**src/rtl/pwm_audio_dac.sv**
```systemverilog
// Multi-channel PWM / first-order sigma-delta audio DAC with prescaled tick,
// a double-buffered sample shadow register and boundary-aligned duty updates.
module pwm_audio_dac #(
    parameter int unsigned CHANNELS       = 2,
    parameter int unsigned WIDTH          = 8,
    parameter int unsigned PRESCALE_WIDTH = 8
) (
    input  logic                        clk,
    input  logic                        reset,
    input  logic                        enable,
    input  logic                        mode,
    input  logic [PRESCALE_WIDTH-1:0]   prescale,
    input  logic [CHANNELS*WIDTH-1:0]   sample_in,
    input  logic                        sample_valid,
    output logic                        sample_ready,
    output logic                        period_start,
    output logic [CHANNELS-1:0]         pwm_out
);

    localparam int unsigned DUTY_BITS = CHANNELS * WIDTH;

    logic [PRESCALE_WIDTH-1:0]      presc_q, presc_d;
    logic [WIDTH-1:0]               cnt_q, cnt_d;
    logic [CHANNELS-1:0][WIDTH:0]   acc_q, acc_d;
    logic [DUTY_BITS-1:0]           duty_q, duty_d;
    logic                           mode_q, mode_d;
    logic [DUTY_BITS-1:0]           shadow_duty_q, shadow_duty_d;
    logic                           shadow_mode_q, shadow_mode_d;
    logic                           shadow_full_q, shadow_full_d;
    logic [CHANNELS-1:0]            pwm_q, pwm_d;
    logic                           period_start_q, period_start_d;

    logic                           tick_c;
    logic                           boundary_c;
    logic                           xfer_c;
    logic                           capture_c;
    logic                           acc_clr_c;
    logic [DUTY_BITS-1:0]           duty_eff_c;
    logic                           mode_eff_c;
    logic [CHANNELS-1:0][WIDTH:0]   sd_sum_c;

    // Tick, period boundary, and the duty/mode that is in force on this tick.
    always_comb begin
        tick_c     = enable && (presc_q == prescale);
        boundary_c = tick_c && (cnt_q == '0);
        xfer_c     = boundary_c && shadow_full_q;
        capture_c  = sample_valid && !shadow_full_q;
        duty_eff_c = xfer_c ? shadow_duty_q : duty_q;
        mode_eff_c = xfer_c ? shadow_mode_q : mode_q;
        acc_clr_c  = xfer_c && (shadow_mode_q != mode_q);
    end

    // Sigma-delta sum per channel; the carry bit is the 1-bit output.
    always_comb begin
        sd_sum_c = '0;
        for (int ch = 0; ch < CHANNELS; ch++) begin
            sd_sum_c[ch] = (acc_clr_c ? {(WIDTH+1){1'b0}} : {1'b0, acc_q[ch][WIDTH-1:0]})
                         + {1'b0, duty_eff_c[ch*WIDTH +: WIDTH]};
        end
    end

    // Next-state logic for the timebase, modulators and shadow handshake.
    always_comb begin
        presc_d        = presc_q;
        cnt_d          = cnt_q;
        acc_d          = acc_q;
        duty_d         = duty_q;
        mode_d         = mode_q;
        shadow_duty_d  = shadow_duty_q;
        shadow_mode_d  = shadow_mode_q;
        shadow_full_d  = shadow_full_q;
        pwm_d          = pwm_q;
        period_start_d = boundary_c;

        if (!enable) begin
            presc_d = '0;
            cnt_d   = '0;
            acc_d   = '0;
            pwm_d   = '0;
        end else if (tick_c) begin
            presc_d = '0;
            cnt_d   = WIDTH'(cnt_q + 1'b1);
            for (int ch = 0; ch < CHANNELS; ch++) begin
                if (mode_eff_c) begin
                    acc_d[ch] = sd_sum_c[ch];
                    pwm_d[ch] = sd_sum_c[ch][WIDTH];
                end else begin
                    acc_d[ch] = '0;
                    pwm_d[ch] = (cnt_q < duty_eff_c[ch*WIDTH +: WIDTH]);
                end
            end
        end else begin
            presc_d = PRESCALE_WIDTH'(presc_q + 1'b1);
        end

        // Transfer and capture are mutually exclusive: capture needs an empty shadow.
        if (xfer_c) begin
            duty_d        = shadow_duty_q;
            mode_d        = shadow_mode_q;
            shadow_full_d = 1'b0;
        end else if (capture_c) begin
            shadow_duty_d = sample_in;
            shadow_mode_d = mode;
            shadow_full_d = 1'b1;
        end
    end

    always_ff @(posedge clk) begin
        if (reset) begin
            presc_q        <= '0;
            cnt_q          <= '0;
            acc_q          <= '0;
            duty_q         <= '0;
            mode_q         <= 1'b0;
            shadow_duty_q  <= '0;
            shadow_mode_q  <= 1'b0;
            shadow_full_q  <= 1'b0;
            pwm_q          <= '0;
            period_start_q <= 1'b0;
        end else begin
            presc_q        <= presc_d;
            cnt_q          <= cnt_d;
            acc_q          <= acc_d;
            duty_q         <= duty_d;
            mode_q         <= mode_d;
            shadow_duty_q  <= shadow_duty_d;
            shadow_mode_q  <= shadow_mode_d;
            shadow_full_q  <= shadow_full_d;
            pwm_q          <= pwm_d;
            period_start_q <= period_start_d;
        end
    end

    assign sample_ready = !shadow_full_q;
    assign period_start = period_start_q;
    assign pwm_out      = pwm_q;

endmodule
```
**config.mk**
```make
export PLATFORM = sky130hd
export DESIGN_NAME = pwm_audio_dac
export DESIGN_NICKNAME = d
export VERILOG_FILES = /design/src/rtl/pwm_audio_dac.sv
export SDC_FILE = /design/constraint.sdc
export NUM_CORES = 1
export LEC_CHECK = 0
export CAP_MARGIN = 20
export CORE_MARGIN = 4
export CORE_UTILIZATION = 40
export DETAILED_ROUTE_END_ITERATION = 7
export HOLD_SLACK_MARGIN = 0.08
export PLACE_DENSITY_LB_ADDON = 0.12
export SETUP_SLACK_MARGIN = 0.05
export SLEW_MARGIN = 15
export SYNTH_ARGS = -nofsm -noshare
export SYNTH_HDL_FRONTEND = slang
export SYNTH_SLANG_ARGS = --single-unit
```
**constraint.sdc**
```tcl
create_clock -name clk -period 6.9 [get_ports clk]
set_clock_uncertainty 0.1 [all_clocks]
set_input_delay 1.035 -clock clk [delete_from_list [all_inputs] [get_ports clk]]
set_output_delay 1.035 -clock clk [all_outputs]
set_load 0.01 [all_outputs]
```
* Word level (Yosys, flattened, before mapping)
Cells that the tools add are included.
Operators by class: $add $sub $neg 4, $lt $le $gt $ge 2, eq/ne operators 2, muxes and demuxes 8, bitwise operators 2, reductions and logical operators 11
Operator list (number):
- $mux W8 | 4
- $add A8 B8 Y9 | 2
- $add A8 B1 Y8 const B | 2
- $lt A8 B8 Y1 | 2
- $mux W16 | 1
- $eq A8 B8 Y1 | 1
- $logic_not A8 Y1 | 1
- $logic_and A1 B1 Y1 | 5
- $reduce_or A2 Y1 | 2
- $mux W1 | 3
- $reduce_or A3 Y1 | 1
- $not A1 Y1 | 2
- $reduce_and A2 Y1 | 1
- $logic_not A1 Y1 | 1
- $ne A1 B1 Y1 | 1
Storage, ports and cells: register bits 70, bits of input ports 29, output and inout port bits 4, word-level logic and storage cells 40

* Longest topological paths before layout
Gate-level depths: netlist (run 1).
depth in word-level cells 8, mapped depth 16, gate-level depth less buffers 15

* Least setup slack after synthesis (run 1)
OpenSTA, ideal clock, no wires.
kind input to register, from input port prescale[4], to register acc_q[6] (netlist name), setup time 126 ps, arrival time 3713 ps, required time 6674 ps, slack 2961 ps, cell stages on the path 13, path buffers 1, path through xnor2_1 nand4_1 or4_1 buf_2 and2_2 ha_1 ha_1 a41oi_1 o21ai_0 a2111o_1 a31oi_1 xor2_1 o21ai_0
Between the ends: longest elaborated chain between the ends 8, elaborated cells on any way between the ends 10, classes of those cells add/sub (1); eq/ne (1); mux (4); reduce/logical (4)
Ends and longest elaborated chain:
- start, declared | RTL line 12 | input logic [PRESCALE_WIDTH-1:0] prescale,
- $eq A8 B8 Y1 * | RTL line 44 | tick_c = enable && (presc_q == prescale);
- $logic_and A1 B1 Y1 * | RTL line 44
- $logic_and A1 B1 Y1 | RTL line 45 | boundary_c = tick_c && (cnt_q == '0);
- $logic_and A1 B1 Y1 | RTL line 46 | xfer_c = boundary_c && shadow_full_q;
- $logic_and A1 B1 Y1 | RTL line 50 | acc_clr_c = xfer_c && (shadow_mode_q != mode_q);
- $mux W8 | RTL line 57 | sd_sum_c[ch] = (acc_clr_c ? {(WIDTH+1){1'b0}} : {1'b0, acc_q[ch][WIDTH-1:0]})
- $add A8 B8 Y9 | RTL line 58 | + {1'b0, duty_eff_c[ch*WIDTH +: WIDTH]};
- $mux W8 | RTL line 84 | if (mode_eff_c) begin
- end signal, assigned | RTL line 112 | acc_q <= '0;
- end signal, assigned | RTL line 123 | acc_q <= acc_d;
- end, declared | RTL line 24 | logic [CHANNELS-1:0][WIDTH:0] acc_q, acc_d;
Every way passes the cells marked *; elsewhere a longest branch is shown, timed or not. A chain may end at the register's enable or synchronous reset.

* Worst setup path after layout (run 1)
from input port prescale[1], to register acc_q[6] (netlist name)
The elaborated chain is that of the path after synthesis.

==> out/metrics.yaml, run 1 <==
postRouteAntennaNets: 0
cts_resized: 0
core_mm2: 0.009415
final_util: 0.4839
report.final.hold_viol_count: 0
status: "complete, no violations"
max_cap_viol_count: 0
placed_cell_area_mm2: 0.004353
slew-limit-headroom: 0.3456
yosysTopAreaCellShare: 0.3566
fin_nets: 551
crit_buf_inv: 2
rsz0062_at_grt: "no"
crit_chain: "clkdlybuf4s50_1 > xnor2_1 > nand4_1 > or3_1 > mux2i_1 > inv_1 > ha_1 > ha_1 > a41oi_1 > o21ai_0 > a2111o_1 > a31oi_1 > xor2_1 > o21ai_0"
maxSlewViolCount: 0
final-setup-viol-count: 0
peakVddDrop_uv: 76.74
synth_area_leaders: "dfxtp_1 36%, ha_1 9.9%, nand2_1 5.9%"
clockRootBuffer: "clkbuf_8"
synth-edff-count: 0
synthesis.nets: 522
clkTransAtPathRegs_ns: 0.08
drive_above_1_share: 0.06465
post-place-ws_ns: 1.732
gp_congestion: 0.8274
syn_to_final_growth_pct: 15.92
slowest_stage: "or3_1"
finalCriticalPeriod_ns: 4.813
cts_num_sinks: 70
crit_type: "in -> reg"
met3WireLength_um: 355
grt_max_degree: 38
hp-class: "reg -> reg"
antenna_found_initial: 0
grt-ovfl-total: 0
initial_core_util: 0.4174
cp.arrival_ns: 4.93
slowest_delay_ns: 0.80
synth.avg_cell_area_um2: 8.507
fp-row-count: 35
tightestPinTransition_ns: 0.9816
diodes: 0
die_y_um: 107.1
r2r_start: "cnt_q[1]$_SDFFE_PP0P_"
routed-via-count: 3204
powerDensity_mw_per_mm2: 177.4
clockBufferDepth: 2
postCtsHoldBufs: 0
critPathLaunchType: "input pin"
portBuffers: 32
yosys.cell_count.top_type: "dfxtp_1"
dp_hpwl_um: 6741
seq_area_frac_synth: 0.3566
ys_warn_count: 0
min_from: "acc_q[14]$_SDFFE_PP0P_"
path_delay_family: "compound AO/OA/AOI/OAI gates"
dr.pass1.iters: 4
path_max_fanout: 17
grt_pass1_vias: 3029
startpoint: "prescale[1]"
grt_pass1_wl_um: 15100
drc_errors: 0
ys.flop_type: "dfxtp_1"
cts_max_level: 3
synth_seq_cells: 70
grt_usage: 0.1665
endpoint_kind: "flip-flop"
wl_met2_um: 3957
wl_um: 9104
cts_setup_buffers: 0
netlist_instances: 462
dieWidth_um: 107.1
cts_buffers: 9
dr.max_layer_used: "met4"
r2r_slack_ns: 2.54
syn_area_mm2: 0.003930
tns_ns: 0
final_area_mm2: 0.004556
worst_r2r_endpoint: "acc_q[6]$_SDFFE_PP0P_"
dieArea_mm2: 0.01147
synth_cell_type_count: 46
drtIter0Drc: 83
synthArstFlopShare: 0
endpoint: "acc_q[6]$_SDFFE_PP0P_"
crit_cells: 14
fillers: 931
cp_data_required_time_ns: 7.02
p_leak_uw: 0.002119
io_pins: 33
vias_per_cell: 5.135
wire_per_inst_um: 14.59
met1Wirelength_um: 4670
yosys.area.top_type: "dfxtp_1"
tritoncts: "done"
worst_slack_ns: 2.087
min_period_over_period: 0.6976
reg2reg_depth: 15
clkLatencyLatePin_ns: 0.35
synth_commonest_cells: "70 x dfxtp_1, 62 x nand2_1, 46 x nor2_1"
fmax_ghz: 0.2078
## how the worst min path moves through the flow
stage                                   to  slack, ns  depth (start not counted)
floorplan           acc_q[11]$_SDFFE_PP0P_       0.32                          2
global placement     acc_q[4]$_SDFFE_PP0P_       0.33                          2
detailed placement   acc_q[5]$_SDFFE_PP0P_       0.33                          2
CTS                  acc_q[5]$_SDFFE_PP0P_       0.35                          2
global route        acc_q[12]$_SDFFE_PP0P_       0.37                          2
finish              acc_q[14]$_SDFFE_PP0P_       0.34                          2
## cell families (layout without fill, tap and decap cells)
kind of cell | count (synthesis) | count (layout) | synth area share
AOI/OAI and AO/OA | 93 | 93 | 0.1512
xor gates and xnor gates | 40 | 40 | 0.08914
adders and majority gates | 31 | 31 | 0.09869
buffers and inverters | 37 | 70 | 0.03789
DFF | 70 | 70 | 0.3566
muxes | 21 | 21 | 0.05349
and+or+nand+nor | 170 | 170 | 0.2130
## cell usage in the layout, fill, tap and decap left out, types with 18 or more instances in the layout
cell             Yosys  final
xnor2_1             22     22
inv_1               20     20
ha_1                31     31
nand2_1             62     62
clkdlybuf4s50_1      0     32
nor2_1              46     46
mux2i_1             21     21
a21oi_1             31     31
xor2_1              18     18
dfxtp_1             70     70
## layer usage
metal | vias up | global-route usage
li1 | 1664 | -
met1 | 1466 | 0.2214
met2 | 59 | 0.2676
met3 | 15 | 0.04094
met4 | 0 | 0.04658
met5 | - | 0
## cell type report
class | instances | area (um^2) | share of cell area
timing repair buffer | 35 | 342.8 | 0.07525
clock buffer | 10 | 137.6 | 0.03021
inverter | 20 | 75.07 | 0.01648
sequential | 70 | 1401 | 0.3076
clock inverter | 5 | 57.56 | 0.01263
tap | 129 | 161.4 | 0.03543
multi-input combinational | 355 | 2380 | 0.5224
## where the power goes
part / switching [uW] / internal [uW]
clock: 164 / 176
combinational: 25.1 / 25.8
sequential: 6.32 / 410
## worst reg2reg max path: cells and delay by family (launching register included)
family | cells | cell delay (ns)
DFF | 1 | 0.49
buffers and inverters | 2 | 0.18
muxes | 1 | 0.41
AOI/OAI and AO/OA | 5 | 1.11
xor gates and xnor gates | 1 | 0.15
adders and majority gates | 3 | 0.66
and+or+nand+nor | 3 | 1.13
## per-stage QoR
stage / power, uW / hold slack (ns) / cells
after detailed placement: 476.7 / 0.3343 / 608
after CTS: 817.8 / 0.3460 / 623
after floorplan: 449.9 / 0.3167 / 462
final: 808.1 / 0.3398 / 624
after global placement: 476.2 / 0.3271 / 608
after global routing: 840.7 / 0.3701 / 624
## registers in the layout (all words and copies together), names as in the netlist, 2 cells and up
register	flops
duty_q	16
acc_q	16
cnt_q	8
shadow_duty_q	16
presc_q	8
pwm_out	2
(Power assumes the default switching activity.)
==> run 2: changes to the inputs <==
Clock period 6.9 ns to 4.3 ns, I/O delays scaled along.
==> run 2 against run 1 <==
Effect of this change:
- final cell count rose by 1.9%
- hold slack gained 0.0045 ns
- critical path depth is the same
- critical path type unchanged
- highest routed layer unchanged
==> out/metrics.yaml, run 2 (same netlist as run 1, synthesis figures left out) <==
endpoint_kind: "flip-flop"
vias_per_cell: 5.195  # +1.2%
dieWidth_um: 107.1  # unchanged
die_y_um: 107.1  # unchanged
p_clk_frac: 0.485  # +0.064
min_period_over_period: 0.9230
clockRootBuffer: "clkbuf_8"
grt_max_degree: 37  # -2.6%
path_max_fanout: 4  # -13
dp_hpwl_um: 7143  # +6.0%
cp_data_required_time_ns: 4.41  # -2.61 ns
dieArea_mm2: 0.01147  # unchanged
hold_slack_ns: 0.3444  # +0.004545 ns
p_total_uw: 1458  # +80%
startpoint: "prescale[1]"
comb_power_share: 0.057  # -0.006
p_leak_uw: 0.002196  # +3.6%
most-common-layout-cells: "70 x dfxtp_1, 62 x nand2_1, 46 x nor2_1, 32 x clkdlybuf4s50_1"
maxSlewViolCount: 0  # unchanged
drtIter0Drc: 128  # +54%
initial_core_util: 0.4174  # unchanged
wl_um: 9569  # +5.1%
tritoncts: "done"
drc_errors: 0  # unchanged
switching_share: 0.2149  # -0.02733
fin_nets: 562  # +2.0%
tns_ns: 0  # unchanged
rsz0062_at_grt: "no"
seq_power_share: 0.458  # -0.057
grt_usage: 0.1725  # +0.006045
powerDensity_mw_per_mm2: 309.9  # +75%
wire_per_inst_um: 15.05  # +3.1%
cts_num_sinks: 70  # unchanged
hp-class: "reg -> reg"
critPathLaunchType: "input pin"
multi_input_area_mm2: 0.002380  # unchanged
switchingPower_uw: 313.3  # +60%
cts_setup_buffers: 0  # unchanged
cp.arrival_ns: 4.07  # -0.86 ns
min_from: "acc_q[5]$_SDFFE_PP0P_"
dr.pass1.iters: 4  # unchanged
clockBufferDepth: 2  # unchanged
crit_type: "in -> reg"
final_common_cell: "dfxtp_1"
slew-limit-headroom: 0.3181  # -0.02744
antenna_found_initial: 0  # unchanged
grt-ovfl-total: 0  # unchanged
finalCriticalPeriod_ns: 3.969
grt_pass1_wl_um: 15660  # +3.7%
clkTransAtPathRegs_ns: 0.09  # about the same
p_int_uw: 1144  # +87%
fillers: 947  # +1.7%
fp-row-count: 35  # unchanged
routed-via-count: 3304  # +3.1%
report.final.hold_viol_count: 0  # unchanged
reg.largest.list: "acc_q x16, duty_q x16, shadow_duty_q x16"
cts_buffers: 9  # unchanged
r2r_start: "cnt_q[1]$_SDFFE_PP0P_"
diodes: 0  # unchanged
tightestPinTransition_ns: 1.018  # +0.03641 ns
status: "complete, no violations"
core_mm2: 0.009415  # unchanged
grt_pass1_vias: 3178  # +4.9%
postCtsHoldBufs: 0  # unchanged
fmax_ghz: 0.2520
io_pins: 33  # unchanged
portBuffers: 32  # unchanged
drive_above_1_share: 0.08481  # +0.02017
cts_resized: 0  # unchanged
peakVddDrop_uv: 183.3  # +140%
final-setup-viol-count: 0  # unchanged
cts_max_level: 3  # unchanged
postRouteAntennaNets: 0  # unchanged
max_cap_viol_count: 0  # unchanged
gp_congestion: 0.8755  # +5.8%
regArea_mm2: 0.001401  # unchanged
clkLatencyLatePin_ns: 0.34  # about the same
syn_to_final_growth_pct: 19.71
run 2: power by group through the flow:
stage | sequential, uW | clock, uW | combinational [uW]
3_5_place_dp | 683 | 0 | 82.0
6_report | 668 | 707 | 82.5
4_1_cts | 668 | 720 | 82.8
3_3_place_gp | 683 | 0 | 81.4
2_1_floorplan | 679 | 0 | 42.5
5_1_grt | 670 | 752 | 91.0
run 2: routing by layer:
| metal | GRT usage | part of all wire |
|---|---|---|
| met3 | 0.03612 | 0.044 |
| met5 | 0 | 0 |
| met4 | 0.05753 | 0.013 |
| met2 | 0.2685 | 0.44 |
| met1 | 0.2366 | 0.50 |
run 2: worst max-delay path, stage by stage:
cell and delay, ns:
clkdlybuf4s50_1 0.42, xnor2_1 0.24, nand4_1 0.22, or3_1 0.51
mux2i_1 0.28, inv_1 0.08, ha_1 0.25, ha_1 0.20
a41oi_1 0.16, o21ai_0 0.17, a2111o_1 0.45, a31oi_1 0.21
xor2_1 0.16, o21ai_0 0.08
run 2: final timing paths:
| check | to | slack (ns) | cells after the start |
|---|---|---|---|
| worst max register to register | acc_q[15]$_SDFFE_PP0P_ | 0.55 | 15 |
| worst min register to register | acc_q[5]$_SDFFE_PP0P_ | 0.34 | 2 |
| worst min-delay path | acc_q[5]$_SDFFE_PP0P_ | 0.34 | 2 |
| worst max-delay path | acc_q[15]$_SDFFE_PP0P_ | 0.33 | 14 |
run 2: through the flow:
step             util  setup WS [ns]  instance area [um^2]  cells
6_report       0.4997         0.3313                  4705    636
5_1_grt        0.4997         0.1508                  4705    636
4_1_cts        0.4989         0.3607                  4697    635
3_5_place_dp   0.4711       0.001862                  4436    619
3_3_place_gp   0.4711         0.1788                  4436    619
2_1_floorplan       -         0.7509                  3930    462
run 2: cell type report:
cell class / instances / share of cell area
clock inverter: 6 / 0.02846
inverter: 20 / 0.01596
multi-input combinational: 355 / 0.5059
timing repair buffer: 46 / 0.09043
clock buffer: 10 / 0.02713
sequential: 70 / 0.2979
tap: 129 / 0.03431
